`src/rtl/vdiff_pkg.sv`:
```
// vdiff_pkg: width helpers shared by the vector difference pipeline and its reduction tree.
package vdiff_pkg;

   // Lane index width; keeps at least one bit so a degenerate lane count still elaborates.
   function automatic int unsigned idx_w(input int unsigned lanes);
      return (lanes > 1) ? $clog2(lanes) : 1;
   endfunction

   // Exact sum width: LANES * (2**WIDTH - 1) always fits.
   function automatic int unsigned sum_w(input int unsigned width, input int unsigned lanes);
      return width + $clog2(lanes);
   endfunction

   // Width able to hold any count in 0..LANES.
   function automatic int unsigned cnt_w(input int unsigned lanes);
      return $clog2(lanes + 1);
   endfunction

   // Leaf count of the reduction tree, padded up to a power of two.
   function automatic int unsigned tree_leaves(input int unsigned lanes);
      return 1 << idx_w(lanes);
   endfunction

endpackage

```
`src/rtl/lane_reduce.sv`:
```
// lane_reduce: combinational balanced-tree reduction of per-lane differences into
// max, argmax (lowest index on ties), sum and over-threshold popcount.
module lane_reduce
   import vdiff_pkg::*;
#(
   parameter int unsigned WIDTH = 4,
   parameter int unsigned LANES = 4,
   localparam int unsigned IDX_W = idx_w(LANES),
   localparam int unsigned SUM_W = sum_w(WIDTH, LANES),
   localparam int unsigned CNT_W = cnt_w(LANES)
) (
   input  logic [LANES*WIDTH-1:0] i_diff,
   input  logic [LANES-1:0]       i_over,
   output logic [WIDTH-1:0]       o_max,
   output logic [IDX_W-1:0]       o_idx,
   output logic [SUM_W-1:0]       o_sum,
   output logic [CNT_W-1:0]       o_cnt
);

   localparam int unsigned NLEAF = tree_leaves(LANES);

   // Padding leaves carry zero difference and a higher index than any real lane,
   // so with lower-index-wins ties they can never be selected.
   logic [NLEAF*WIDTH-1:0] w_diff_pad;
   logic [NLEAF-1:0]       w_over_pad;

   assign w_diff_pad = (NLEAF*WIDTH)'(i_diff);
   assign w_over_pad = NLEAF'(i_over);

   // Heap-ordered tree: node k has children 2k (lower lanes) and 2k+1; leaves at NLEAF+i.
   logic [WIDTH-1:0] w_max [1:2*NLEAF-1];
   logic [IDX_W-1:0] w_idx [1:2*NLEAF-1];
   logic [SUM_W-1:0] w_sum [1:2*NLEAF-1];
   logic [CNT_W-1:0] w_cnt [1:2*NLEAF-1];

   // Load the leaves, then fold pairs bottom-up towards the root at node 1.
   always_comb begin
      for (int i = 0; i < NLEAF; i++) begin
         w_max[NLEAF+i] = w_diff_pad[i*WIDTH +: WIDTH];
         w_idx[NLEAF+i] = IDX_W'(i);
         w_sum[NLEAF+i] = SUM_W'(w_diff_pad[i*WIDTH +: WIDTH]);
         w_cnt[NLEAF+i] = CNT_W'(w_over_pad[i]);
      end
      for (int k = NLEAF - 1; k >= 1; k--) begin
         if (w_max[2*k+1] > w_max[2*k]) begin
            w_max[k] = w_max[2*k+1];
            w_idx[k] = w_idx[2*k+1];
         end else begin
            w_max[k] = w_max[2*k];
            w_idx[k] = w_idx[2*k];
         end
         w_sum[k] = w_sum[2*k] + w_sum[2*k+1];
         w_cnt[k] = w_cnt[2*k] + w_cnt[2*k+1];
      end
   end

   assign o_max = w_max[1];
   assign o_idx = w_idx[1];
   assign o_sum = w_sum[1];
   assign o_cnt = w_cnt[1];

endmodule

```
`src/rtl/vector_diff_pipe.sv`:
```
// vector_diff_pipe: three-stage streaming vector difference unit with valid/ready on both
// sides and a single global stall enable.
module vector_diff_pipe
   import vdiff_pkg::*;
#(
   parameter int unsigned WIDTH = 4,
   parameter int unsigned LANES = 4,
   localparam int unsigned IDX_W = idx_w(LANES),
   localparam int unsigned SUM_W = sum_w(WIDTH, LANES),
   localparam int unsigned CNT_W = cnt_w(LANES)
) (
   input  logic                   clk,
   input  logic                   reset_n,
   input  logic                   in_valid,
   output logic                   in_ready,
   input  logic [LANES*WIDTH-1:0] vec_new,
   input  logic [LANES*WIDTH-1:0] vec_old,
   input  logic [WIDTH-1:0]       thresh,
   output logic                   out_valid,
   input  logic                   out_ready,
   output logic [WIDTH-1:0]       max_diff,
   output logic [IDX_W-1:0]       max_idx,
   output logic [SUM_W-1:0]       sum_diff,
   output logic [CNT_W-1:0]       over_cnt
);

   // Whole pipe moves together; bubbles are kept, so stall depends only on the output stage.
   logic w_adv;
   assign w_adv    = !out_valid || out_ready;
   assign in_ready = w_adv;

   logic                   r_s1_valid;
   logic [LANES*WIDTH-1:0] r_s1_new;
   logic [LANES*WIDTH-1:0] r_s1_old;
   logic [WIDTH-1:0]       r_s1_thresh;

   logic                   r_s2_valid;
   logic [LANES*WIDTH-1:0] r_s2_diff;
   logic [LANES-1:0]       r_s2_over;

   logic                   r_s3_valid;
   logic [WIDTH-1:0]       r_max;
   logic [IDX_W-1:0]       r_idx;
   logic [SUM_W-1:0]       r_sum;
   logic [CNT_W-1:0]       r_cnt;

   logic [LANES*WIDTH-1:0] w_diff;
   logic [LANES-1:0]       w_over;

   // Per-lane magnitude written as a compare-and-subtract so it never wraps.
   for (genvar g = 0; g < LANES; g++) begin : g_lane
      logic [WIDTH-1:0] w_a;
      logic [WIDTH-1:0] w_b;
      logic [WIDTH-1:0] w_d;
      assign w_a = r_s1_new[g*WIDTH +: WIDTH];
      assign w_b = r_s1_old[g*WIDTH +: WIDTH];
      assign w_d = (w_a >= w_b) ? (w_a - w_b) : (w_b - w_a);
      assign w_diff[g*WIDTH +: WIDTH] = w_d;
      assign w_over[g] = w_d > r_s1_thresh;
   end

   logic [WIDTH-1:0] w_red_max;
   logic [IDX_W-1:0] w_red_idx;
   logic [SUM_W-1:0] w_red_sum;
   logic [CNT_W-1:0] w_red_cnt;

   lane_reduce #(
      .WIDTH(WIDTH),
      .LANES(LANES)
   ) u_lane_reduce (
      .i_diff(r_s2_diff),
      .i_over(r_s2_over),
      .o_max (w_red_max),
      .o_idx (w_red_idx),
      .o_sum (w_red_sum),
      .o_cnt (w_red_cnt)
   );

   // S1: capture the incoming beat.
   always_ff @(posedge clk or negedge reset_n) begin
      if (!reset_n) begin
         r_s1_valid  <= 1'b0;
         r_s1_new    <= '0;
         r_s1_old    <= '0;
         r_s1_thresh <= '0;
      end else if (w_adv) begin
         r_s1_valid <= in_valid;
         if (in_valid) begin
            r_s1_new    <= vec_new;
            r_s1_old    <= vec_old;
            r_s1_thresh <= thresh;
         end
      end
   end

   // S2: register per-lane differences and threshold compares.
   always_ff @(posedge clk or negedge reset_n) begin
      if (!reset_n) begin
         r_s2_valid <= 1'b0;
         r_s2_diff  <= '0;
         r_s2_over  <= '0;
      end else if (w_adv) begin
         r_s2_valid <= r_s1_valid;
         if (r_s1_valid) begin
            r_s2_diff <= w_diff;
            r_s2_over <= w_over;
         end
      end
   end

   // S3: register the reductions directly onto the outputs; data only moves with a real beat.
   always_ff @(posedge clk or negedge reset_n) begin
      if (!reset_n) begin
         r_s3_valid <= 1'b0;
         r_max      <= '0;
         r_idx      <= '0;
         r_sum      <= '0;
         r_cnt      <= '0;
      end else if (w_adv) begin
         r_s3_valid <= r_s2_valid;
         if (r_s2_valid) begin
            r_max <= w_red_max;
            r_idx <= w_red_idx;
            r_sum <= w_red_sum;
            r_cnt <= w_red_cnt;
         end
      end
   end

   assign out_valid = r_s3_valid;
   assign max_diff  = r_max;
   assign max_idx   = r_idx;
   assign sum_diff  = r_sum;
   assign over_cnt  = r_cnt;

endmodule
```
`config.mk`:
```
export PLATFORM = sky130hd
export DESIGN_NAME = vector_diff_pipe
export DESIGN_NICKNAME = d
export VERILOG_FILES = /design/src/rtl/vdiff_pkg.sv /design/src/rtl/lane_reduce.sv /design/src/rtl/vector_diff_pipe.sv
export SDC_FILE = /design/constraint.sdc
export NUM_CORES = 1
export LEC_CHECK = 0
export CAP_MARGIN = 25
export CORE_MARGIN = 2
export CORE_UTILIZATION = 50
export DETAILED_ROUTE_END_ITERATION = 8
export MAX_ROUTING_LAYER = met4
export PLACE_DENSITY_LB_ADDON = 0.12
export SLEW_MARGIN = 30
export SYNTH_ARGS = -nofsm -noshare
export SYNTH_HDL_FRONTEND = slang
export SYNTH_SLANG_ARGS = --single-unit
```
`constraint.sdc`:
```
create_clock -name clk -period 5.8 [get_ports clk]
set_clock_uncertainty 0.1 [all_clocks]
set_input_delay 0.87 -clock clk [delete_from_list [all_inputs] [get_ports clk]]
set_output_delay 0.87 -clock clk [all_outputs]
set_load 0.02 [all_outputs]
```
==> impl_metrics.ini <==
[outcome]
status = complete, no violations

[sta]
setup-tns-final_ns = 0
rsz0062_at_grt = no
drv_slew = 0
setup_viol = 0
fin_hold_ws_ns = 0.382
fmax_ghz = 0.309
slew_headroom_pct = 42.6
worst_pin_slew_ns = 0.858
hold_violations = 0
fin_crit_ns = 3.24
period_share_pct = 55.8

[synth]
ys_top_cells_by_area = dfrtp_1 (36%), ha_1 (17%), mux2_2 (8.7%)
async_reset_ff_share_pct = 100
synth_cell_types = 37
synth-main-ff-cell = dfrtp_1
netlist_area_um2 = 5190
yosysWarnings = 0
ys_ff_latch = 74
yosysSeqAreaShare_pct = 35.7
syn_area_per_cell_um2 = 10.4
synthCells = 501
synth_top_area_share_pct = 35.7
synth_fp_nets = 625
synth_edf_count = 0
yosysTopAreaCell = dfrtp_1

[route]
first_pass_iters = 4
wire_per_inst_um = 14.0
drt-initial-drc-count = 115
vias = 3646
drc = 0
ant_nets = 0
vias_per_cell = 5.21
wirelength_mm = 9.79

[power_and_ir_drop]
p_int_w = 0.00209
seq_power_share_pct = 23.3
irDropWorstVdd_uv = 367
p_leak_nw = 2.89
p_sw_share_pct = 44.4
pwr-share-comb_pct = 65.8
powerDensity_nw_per_um2 = 621
switching_power_w = 0.00167
clkPwrFrac_pct = 10.9

[finish]
seq_area_um2 = 1850
fin_nets = 683
final_cell_mix = dfrtp_1 (74), ha_1 (72), inv_1 (67), nand2_1 (56), clkdlybuf4s50_1 (55)
antennaDiodeCount = 0
stdcell_count = 700
drive_gt1_share_pct = 11.9
area_delta_synth_final_pct = 16.9
layout_commonest_cell = dfrtp_1
multi_input_area_um2 = 3040
fillCellCount = 881
layout.core_utilization_pct = 59.5

[worst_setup_path]
crit_arrival_ns = 2.27
cp_max_fo = 9
cp.required_ns = 4.83
cp-end-kind = output pin
setup.worst_path.start_class = input port
rrSetupSlack_ns = 2.63
worstSetupPathType = input port to output pin

[global_routing]
track_usage_pct = 19.8
grt_pass1_wl_mm = 17.4
grt_pass1_vias = 3786
antenna_found_initial = 0
grt-ovfl-total = 0
grt_max_degree = 75

[worst_hold_path]
hp-class = flop to flop

[run]
maxCapViolations = 0

[floorplan]
rows = 37
start_util_pct = 50.9
die_area_um2 = 11200
ios = 57
coreArea_um2 = 10200
die_y_um = 106
fp.dieW_um = 106

[cts]
cts-buffers-inserted = 9
cts_setup_buffers = 0
clock-root-buffer = clkbuf_8
cts_max_path_buffers = 2
clock_latency_ns = 0.34
cts_tree = yes
post_cts_resized = 0
htree_num_levels = 3
ctsHoldBuffers = 0
cts.sinks = 74
clk_pin_slew_ns = 0.09

[placement]
dp_hpwl_mm = 7.59
dpl.cell_count = 684
gp_congestion = 0.891
port_buffers = 56
==> state kept, by name, indices dropped and copies added, names as in the netlist <==
signal / cells
r_s2_valid: 1
r_s1_thresh: 4
out_valid: 1
r_s1_old: 16
r_s1_valid: 1
over_cnt: 3
sum_diff: 6
max_idx: 2
max_diff: 4
r_s2_diff: 16
r_s2_over: 4
r_s1_new: 16
==> final timing paths <==
path	cells past startpoint	endpoint	startpoint
max in group asynchronous	1	r_s2_diff[5]$_DFFE_PN0P_	reset_n
setup / recovery	3	in_ready	out_ready
hold / removal	2	over_cnt[2]$_DFFE_PN0P_	over_cnt[2]$_DFFE_PN0P_
setup reg to reg	13	max_diff[1]$_DFFE_PN0P_	r_s2_diff[11]$_DFFE_PN0P_
hold reg to reg	2	over_cnt[2]$_DFFE_PN0P_	over_cnt[2]$_DFFE_PN0P_
min in group asynchronous	1	over_cnt[1]$_DFFE_PN0P_	reset_n
==> worst max-delay path: stages <==
cell,delay [ns]
clkdlybuf4s50_1,0.45
nand2b_1,0.26
clkdlybuf4s50_1,0.68
==> area by class of cell <==
class | instances | area share, %
clock buffers | 10 | 2.10
clock inverters | 6 | 1.09
inverters | 67 | 4.15
multi-input cells | 351 | 50.1
flip-flops and latches | 74 | 30.5
well taps | 136 | 2.81
repair buffers | 56 | 9.26
==> metrics by stage <==
stage	setup slack (ns)	area, um2	power (W)
2_1_floorplan	2.97	5190	0.00277
3_3_place_gp	2.58	5870	0.00327
3_5_place_dp	2.57	5870	0.00338
4_1_cts	2.56	6060	0.00381
5_1_grt	2.42	6060	0.00419
6_report	2.56	6060	0.00377
==> power by group through the flow <==
stage / Clock, W / Sequential [W] / Combinational [W]
6_report: 0.000411 / 0.000879 / 0.00248
4_1_cts: 0.000424 / 0.000880 / 0.00250
2_1_floorplan: 0 / 0.000902 / 0.00187
3_5_place_dp: 0 / 0.000891 / 0.00249
3_3_place_gp: 0 / 0.000882 / 0.00239
5_1_grt: 0.000446 / 0.000909 / 0.00284
==> cells by family after synthesis <==
logic type                 count (synthesis)  synth area share, %
buffers and inverters                     76                 5.81
and+or+nand+nor                          104                 9.43
adders and majority gates                 84                 22.0
xor gates and xnor gates                  11                 1.86
muxes                                     56                 12.2
DFF                                       74                 35.7
AOI/OAI and AO/OA                         96                 13.0
==> Yosys cell counts (5+ instances only) <==
library cell  instances
nand2b_1              6
xor2_1                6
o21ai_0              27
a21oi_1              13
inv_1                67
a21o_1                6
dfrtp_1              74
nor2b_1              15
o21a_1               17
nor2_1               12
fa_1                 12
nand2_1              56
o21bai_1              9
mux2i_1               8
ha_1                 72
xnor2_1               5
mux2_2               40
==> routing by layer <==
| metal | GRT usage (%) | share of wire [%] | vias to the layer above |
|---|---|---|---|
| li1 | - | - | 1817 |
| met1 | 25.5 | 48 | 1751 |
| met2 | 31.9 | 47 | 62 |
| met3 | 2.84 | 3.0 | 16 |
| met4 | 7.14 | 1.9 | 0 |
| met5 | - | 0 | - |
Note: power is estimated with default switching activity, not from simulation.
